### src/rtl/external_interrupt_sender_pkg.sv
// rtl/external_interrupt_sender_pkg.sv - shared types for the external-interrupt sender
package external_interrupt_sender_pkg;

    localparam int RSD_EXTERNAL_INTERRUPT_CODE_WIDTH = 5;

    typedef logic [RSD_EXTERNAL_INTERRUPT_CODE_WIDTH-1:0] ExternalInterruptCodePath;

    typedef enum logic {
        EIS_IDLE = 1'b0,
        EIS_REQ  = 1'b1
    } ExtIntSenderState;

    function automatic ExternalInterruptCodePath toInterruptCode(input int idx);
        return ExternalInterruptCodePath'(idx);
    endfunction

endpackage

### src/rtl/interrupt_priority_encoder.sv
// rtl/interrupt_priority_encoder.sv - lowest-index-first priority encoder over request lines
module interrupt_priority_encoder
    import external_interrupt_sender_pkg::*;
#(
    parameter int NUM_SOURCES = 8
) (
    input  logic [NUM_SOURCES-1:0]  requests,
    output logic                    valid,
    output ExternalInterruptCodePath code
);

    // Scan downwards so the last hit, i.e. the lowest index, wins.
    always_comb begin
        valid = 1'b0;
        code  = '0;
        for (int i = NUM_SOURCES - 1; i >= 0; i--) begin
            if (requests[i]) begin
                valid = 1'b1;
                code  = toInterruptCode(i);
            end
        end
    end

endmodule

### src/rtl/external_interrupt_sender.sv
// rtl/external_interrupt_sender.sv - latches peripheral interrupt edges and requests them one at a time
module external_interrupt_sender
    import external_interrupt_sender_pkg::*;
#(
    parameter int NUM_SOURCES = 8,
    parameter int LOST_CNT_W  = 8
) (
    input  logic                     clk,
    input  logic                     rst,
    input  logic [NUM_SOURCES-1:0]   irqIn,
    input  logic [NUM_SOURCES-1:0]   irqEnable,
    output logic                     reqExternalInterrupt,
    output ExternalInterruptCodePath externalInterruptCode,
    input  logic                     ackExternalInterrupt,
    output logic [NUM_SOURCES-1:0]   pending,
    output logic [LOST_CNT_W-1:0]    lostCount
);

    localparam int SUM_W = LOST_CNT_W + 6;

    generate
        if (NUM_SOURCES < 1 || NUM_SOURCES > (1 << RSD_EXTERNAL_INTERRUPT_CODE_WIDTH)) begin : gBadNumSources
            $error("external_interrupt_sender: NUM_SOURCES out of range for code width");
        end
    endgenerate

    ExtIntSenderState         state;
    logic [NUM_SOURCES-1:0]   irqPrev;
    logic [NUM_SOURCES-1:0]   rise;
    logic [NUM_SOURCES-1:0]   retire;
    logic [NUM_SOURCES-1:0]   lostEdges;
    logic [NUM_SOURCES-1:0]   pendingNext;
    logic [SUM_W-1:0]         lostIncrement;
    logic [SUM_W-1:0]         lostSum;
    logic [LOST_CNT_W-1:0]    lostNext;
    logic                     ackTaken;
    logic                     selValid;
    ExternalInterruptCodePath selCode;

    assign rise     = irqIn & ~irqPrev & irqEnable;
    assign ackTaken = (state == EIS_REQ) && ackExternalInterrupt;

    interrupt_priority_encoder #(
        .NUM_SOURCES(NUM_SOURCES)
    ) uEncoder (
        .requests(pending & irqEnable),
        .valid   (selValid),
        .code    (selCode)
    );

    // A rise on the source being retired re-arms it instead of counting as lost.
    always_comb begin
        retire = '0;
        for (int i = 0; i < NUM_SOURCES; i++) begin
            retire[i] = ackTaken && (externalInterruptCode == toInterruptCode(i));
        end
        lostEdges   = rise & pending & ~retire;
        pendingNext = (pending & ~retire) | rise;
    end

    always_comb begin
        lostIncrement = '0;
        for (int i = 0; i < NUM_SOURCES; i++) begin
            lostIncrement = lostIncrement + SUM_W'(lostEdges[i]);
        end
        lostSum = SUM_W'(lostCount) + lostIncrement;
        if (lostSum > SUM_W'({LOST_CNT_W{1'b1}})) begin
            lostNext = '1;
        end else begin
            lostNext = lostSum[LOST_CNT_W-1:0];
        end
    end

    always_ff @(posedge clk) begin
        if (rst) begin
            irqPrev   <= '1;
            pending   <= '0;
            lostCount <= '0;
        end else begin
            irqPrev   <= irqIn;
            pending   <= pendingNext;
            lostCount <= lostNext;
        end
    end

    // Selection reads the registered pending vector, so a fresh edge reaches req one cycle later
    // and a retired request always leaves at least one idle cycle before the next one.
    always_ff @(posedge clk) begin
        if (rst) begin
            state                 <= EIS_IDLE;
            reqExternalInterrupt  <= 1'b0;
            externalInterruptCode <= '0;
        end else begin
            case (state)
                EIS_IDLE: begin
                    if (selValid) begin
                        state                 <= EIS_REQ;
                        reqExternalInterrupt  <= 1'b1;
                        externalInterruptCode <= selCode;
                    end
                end
                EIS_REQ: begin
                    if (ackExternalInterrupt) begin
                        state                <= EIS_IDLE;
                        reqExternalInterrupt <= 1'b0;
                    end
                end
                default: begin
                    state                <= EIS_IDLE;
                    reqExternalInterrupt <= 1'b0;
                end
            endcase
        end
    end

endmodule

### config.mk
export PLATFORM = sky130hd
export DESIGN_NAME = external_interrupt_sender
export DESIGN_NICKNAME = d
export VERILOG_FILES = /design/src/rtl/external_interrupt_sender_pkg.sv /design/src/rtl/interrupt_priority_encoder.sv /design/src/rtl/external_interrupt_sender.sv
export SDC_FILE = /design/constraint.sdc
export NUM_CORES = 1
export LEC_CHECK = 0
export BUFFER_PORTS_ARGS = -buffer_cell sky130_fd_sc_hd__clkbuf_2
export CAP_MARGIN = 20
export CORE_MARGIN = 5
export CORE_UTILIZATION = 50
export CTS_BUF_LIST = sky130_fd_sc_hd__clkbuf_8
export CTS_CLUSTER_DIAMETER = 120
export CTS_CLUSTER_SIZE = 28
export DETAILED_ROUTE_END_ITERATION = 10
export GPL_TIMING_DRIVEN = 0
export HOLD_SLACK_MARGIN = 0.05
export PLACE_DENSITY = 0.76
export RECOVER_POWER = 100
export REMOVE_ABC_BUFFERS = 1
export SETUP_SLACK_MARGIN = 0.15
export SYNTH_ARGS = -nofsm -noshare
export SYNTH_HDL_FRONTEND = slang
export SYNTH_SLANG_ARGS = --single-unit
export TNS_END_PERCENT = 100
### constraint.sdc
create_clock -name clk -period 8.4 [get_ports clk]
set_input_delay 0.84 -clock clk [delete_from_list [all_inputs] [get_ports clk]]
set_output_delay 0.84 -clock clk [all_outputs]
set_load 0.01 [all_outputs]
# == Word-level counts from Yosys, hierarchy flattened ==
# Cells that the tools add are included.
# totals
register_bits,31
wordCells,69
out_inout_bits,22
input_bits,19
# classes
eq_ne,9
bitwise_logic,10
magnitude_cmp,1
add_sub_neg,8
reduce_logical,12
muxes,23
# ops
op,n
AND 8 bit,6
two-way mux 3 bit,8
"equality test 5 x 3 -> 1 bit, second input constant",4
NOT 8 bit,2
two-way mux 1 bit,12
"equality test 5 x 2 -> 1 bit, second input constant",2
adder 8 x 8 -> 9 bit,1
"> comparator 9 x 8 -> 1 bit, second input constant",1
logical AND 1 bit,9
adder 7 x 1 -> 8 bit,1
two-way mux 8 bit,1
OR 8 bit,1
adder 6 x 1 -> 7 bit,1
adder 5 x 1 -> 6 bit,1
adder 4 x 1 -> 5 bit,1
"equality test 5 x 1 -> 1 bit, second input constant",1
zero test 5 bit,1
adder 3 x 1 -> 4 bit,1
"inequality test 2 bit, second input constant",2
case mux 1 bit (2 select lines),2
AND reduction 2 bit,2
adder 2 x 1 -> 3 bit,1
adder 1 x 1 -> 2 bit,1
NOT 1 bit,1

# == Depth between registers and ports, before layout ==
# depth
depth_word,15
ltp_mapped,17
mapped_depth_nobuf,16

# == Hierarchy ==
# Synthesis repeated with hierarchy kept, for this count alone.
# hier_totals
hier_cells,172
area_unflattened_um2,1569.0
# by_module_without_submodules
mod,cells_per_inst,instances,area_each_um2
external_interrupt_sender,156,1,1470.2
interrupt_priority_encoder,16,1,98.8

# == Worst setup path before layout ==
# OpenSTA, ideal clock, no wires.
# synth_path
path_kind,input port to flip-flop
start,input port ackExternalInterrupt
end,register lostCount[6]
setup_time_ns,0.121
arrival_ns,4.527
path_stages,16
slack_ns,3.752
t_required_ns,8.279
path_cell_list,nand2_1 or2_1 o31ai_2 nor2_1 fa_1 inv_1 fa_1 inv_1 fa_1 fa_1 inv_1 fa_1 nor2b_4 o21a_4 o211ai_2 mux2_4
# synth_via
elab_chain_cells,14
elab_cells_between_ends,21
# synth_rtl
element,line,text
from (decl),external_interrupt_sender.sv:14,"input logic ackExternalInterrupt,"
logical AND 1 bit *,external_interrupt_sender.sv:41,assign ackTaken = (state == EIS_REQ) && ackExternalInterrupt;
logical AND 1 bit,external_interrupt_sender.sv:55,retire[i] = ackTaken && (externalInterruptCode == toInterruptCode(i));
NOT 8 bit *,external_interrupt_sender.sv:57,lostEdges = rise & pending & ~retire;
AND 8 bit *,external_interrupt_sender.sv:57,
adder 1 x 1 -> 2 bit,external_interrupt_sender.sv:64,lostIncrement = lostIncrement + SUM_W'(lostEdges[i]);
adder 2 x 1 -> 3 bit,external_interrupt_sender.sv:64,
adder 3 x 1 -> 4 bit,external_interrupt_sender.sv:64,
adder 4 x 1 -> 5 bit,external_interrupt_sender.sv:64,
adder 5 x 1 -> 6 bit,external_interrupt_sender.sv:64,
adder 6 x 1 -> 7 bit,external_interrupt_sender.sv:64,
adder 7 x 1 -> 8 bit *,external_interrupt_sender.sv:64,
adder 8 x 8 -> 9 bit *,external_interrupt_sender.sv:66,lostSum = SUM_W'(lostCount) + lostIncrement;
> comparator 9 x 8 -> 1 bit,external_interrupt_sender.sv:67,if (lostSum > SUM_W'({LOST_CNT_W{1'b1}})) begin
two-way mux 8 bit *,external_interrupt_sender.sv:67,
to (signal assigned),external_interrupt_sender.sv:82,lostCount <= lostNext;
to (decl),external_interrupt_sender.sv:16,output logic [LOST_CNT_W-1:0] lostCount
# Every way passes the cells marked *; elsewhere a longest branch is shown, timed or not.
# A chain may end at the register's enable or synchronous reset.

# == Worst setup path in the final report ==
# layout_path
start,input port ackExternalInterrupt
end,register lostCount[5]
# Same word-level chain as after synthesis.

==> impl_metrics.py <==
metrics = {
    "floorplan": {
        "core_um2": 3028,
        "start_util_pct": 51.53,
        "io_pins": 41,
        "dieArea_um2": 4338,
        "die_w_um": 65.86,
        "rows": 20,
        "die_h_um": 65.86,
    },
    "routing": {
        "dr.pass1.iters": 4,
        "first_iter_violations": 120,
        "via_per_inst": 5.306,
        "ant_nets": 0,
        "wirelength_um": 3530,
        "drc": 0,
        "vias": 1300,
        "wl_per_cell_um": 14.41,
    },
    "global_routing": {
        "grt.total_usage_pct": 17.47,
        "antenna_found_initial": 0,
        "overflow": 0,
        "grt_pass1_vias": 1336,
        "grt_pass1_wl_um": 5789,
        "grt_max_degree": 32,
    },
    "cts": {
        "cts_setup_buffers": 0,
        "cts_root_buf": "clkbuf_8",
        "cts_num_sinks": 29,
        "cts_hold_buf": 0,
        "cts_tree": "yes",
        "cts_inserted_buffers": 5,
        "clockBufferDepth": 2,
        "h-tree-depth": 2,
        "clock_latency_ns": 0.28,
        "cts_resized": 0,
        "path_clk_slew_ns": 0.06,
    },
    "timing": {
        "setup_viol": 0,
        "fmax_ghz": 0.1940,
        "post-route-period-util_pct": 61.35,
        "maxSlewHeadroom_pct": 11.76,
        "tns_ns": 0,
        "worst_slack_ns": 3.246,
        "worst_pin_slew_ns": 1.324,
        "period_minus_slack_ns": 5.154,
        "rsz0062_at_grt": "false",
        "hold_viol_final": 0,
        "slew_viol_final": 0,
        "clock-skew-final_ns": 0.006653,
    },
    "setup_path": {
        "r2r_end": "lostCount[5]$_SDFF_PP0_",
        "r2r_start": "state$_SDFF_PP0_",
        "rrSetupSlack_ns": 3.37,
        "cp_common_cell": "fa_1",
        "worst_ep_arrival_time_ns": 5.25,
        "worst-path-buf-inv": 4,
        "slowest_stage": "fa_1",
        "cp_max_fo": 5,
        "cp_top_family": "adder cells",
        "reg2reg_depth": 16,
        "crit_chain": "clkbuf_1 > nand2_1 > or2_0 > o31ai_1 > nor2_1 > fa_1 > inv_1 > fa_1 > inv_1 > fa_1 > fa_1 > inv_1 > fa_1 > nor2b_4 > o21a_1 > o21ai_0 > a31oi_1",
        "critical-path-max-stage-delay_ns": 0.53,
        "crit_type": "in2reg",
        "end_kind": "flop",
        "worstPathRequired_ns": 8.50,
        "cp-start-kind": "primary input",
    },
    "placed_design": {
        "pre_cts_ws_ns": 3.365,
        "dp_hpwl_um": 2777,
        "io_buffers": 38,
        "place.gp.congestion": 0.7948,
    },
    "synth": {
        "synth-xor-area-share_pct": 1.123,
        "synth.area.top_cells": "dfxtp_1, fa_1, a21oi_1, ha_1, nand3b_1",
        "synthAdderAreaFrac_pct": 11.23,
        "yosysWarnings": 0,
        "synth.largest_area_cell": "dfxtp_1",
        "synth_top_area_share_pct": 37.21,
        "synth_top_family_by_area": "compound AO/OA/AOI/OAI gates",
        "synth-compound-area-share_pct": 25.42,
        "ys_ff_latch": 29,
        "synth_cells": 161,
        "synth_edf_count": 0,
        "yosys.area_share.simple_pct": 18.68,
        "async_reset_ff_share_pct": 0,
        "avgSynthCellArea_um2": 9.691,
        "ys_seq_area_share_pct": 37.21,
        "synth_mux_area_share_pct": 0.9623,
        "synth_area_um2": 1560,
        "synth-main-ff-cell": "dfxtp_1",
        "synth.most_common_cell": "dfxtp_1",
        "synth.distinct_cells": 45,
        "synth_commonest_cells": "dfxtp_1, a21oi_1, nor2_1, inv_1, or2_2",
    },
    "finish": {
        "final_nets": 231,
        "nFillCells": 291,
        "area_delta_synth_final_pct": 15.24,
        "antennaDiodeCount": 0,
        "drive_gt1_share_pct": 20.40,
        "regArea_um2": 580.6,
        "multi_input_area_um2": 877.1,
    },
    "worst_hold_path": {
        "hp-start": "reqExternalInterrupt$_SDFFE_PP0P_",
        "holdPathStages": 2,
        "hp-class": "reg2reg",
        "min_to": "reqExternalInterrupt$_SDFFE_PP0P_",
    },
    "power": {
        "cellPowerDensity_nw_per_um2": 161.5,
        "p_total_uw": 290.4,
        "worst_ir_drop_vdd_v": 0.00008083,
        "leakagePower_nw": 0.7408,
    },
    "status": {
        "status": "finished, final reports clean",
    },
    "flow_run": {
        "cap_violations": 0,
    },
}
-- area by class of cell --
cell class / instances / share of cell area [%]
Multi-Input combinational cell: 117 / 48.78
Clock buffer: 6 / 4.593
Timing Repair Buffer: 38 / 8.977
Sequential cell: 29 / 32.29
Tap cell: 44 / 3.062
Clock inverter: 1 / 0.2088
Inverter: 10 / 2.088
-- layer usage --
layer / global-route usage (%) / share of wire [%]
met1: 19.81 / 43
met2: 29.54 / 48
met3: 6.633 / 6.8
met4: 6.477 / 1.7
met5: 0 / 0
-- layout by cell type (no fill, tap or decap), drive strengths merged --
cell and n:
and4 1, dfxtp 29, o31ai 2, conb 2
o211a 1, o211ai 1, xor2 2, a21o 1
nand3 2, nand3b 9, fa 5, or2 11
mux2 1, nand4 1, nor2 12, nor3 4
nand2b 2, o21ai 9, a21oi 18, a32oi 2
o21bai 1, a41oi 1, o21a 1, ha 6
inv 11, a211oi 4, nor2b 2, a31o 1
a31oi 1, clkbuf 44, a21bo 1, nand2 7
a22oi 5, a311oi 1
-- where the power goes --
| group | switching, mW | internal [mW] |
|---|---|---|
| logic | 0.0174 | 0.0124 |
| clock network | 0.0479 | 0.0635 |
| registers | 0.00563 | 0.143 |
| total | 0.0709 | 0.219 |
-- worst max-delay path by stage --
stage                                    start                       to  cells after the start
final                     ackExternalInterrupt  lostCount[5]$_SDFF_PP0_                     17
after global routing      ackExternalInterrupt  lostCount[5]$_SDFF_PP0_                     17
after CTS                 ackExternalInterrupt  lostCount[6]$_SDFF_PP0_                     17
after detailed placement  ackExternalInterrupt  lostCount[6]$_SDFF_PP0_                     17
after global placement    ackExternalInterrupt  lostCount[6]$_SDFF_PP0_                     17
after floorplan           ackExternalInterrupt  lostCount[6]$_SDFF_PP0_                     16
-- state kept, by name (all words and copies together), names as in the netlist --
register / flops
externalInterruptCode: 3
irqPrev: 8
lostCount: 8
pending: 8
state: 1
reqExternalInterrupt: 1
-- worst register-to-register path, delay by kind of cell, from the launching register on --
| family | cells | cell delay, ns |
|---|---|---|
| buffers and inverters | 3 | 0.20 |
| adders and majority gates | 5 | 2.31 |
| DFF | 1 | 0.50 |
| and+or+nand+nor | 4 | 0.61 |
| AOI/OAI and AO/OA | 4 | 1.22 |
-- through the flow --
stage	utilization [%]	hold slack, ns	instances	instance area (um^2)
detailed placement	58.35	0.5056	238	1767
floorplan	-	0.4796	156	1521
global placement	58.35	0.4939	238	1767
CTS	61.20	0.5222	245	1853
global route	59.38	0.5493	245	1798
finish	59.38	0.5131	245	1798
-- cell families after synthesis --
group                      Yosys count
DFF                                 29
other                                1
buffers and inverters               16
and+or+nand+nor                     51
muxes                                1
AOI/OAI and AO/OA                   50
xor gates and xnor gates             2
adders and majority gates           11
No activity file was read; power rests on OpenSTA's default activity.
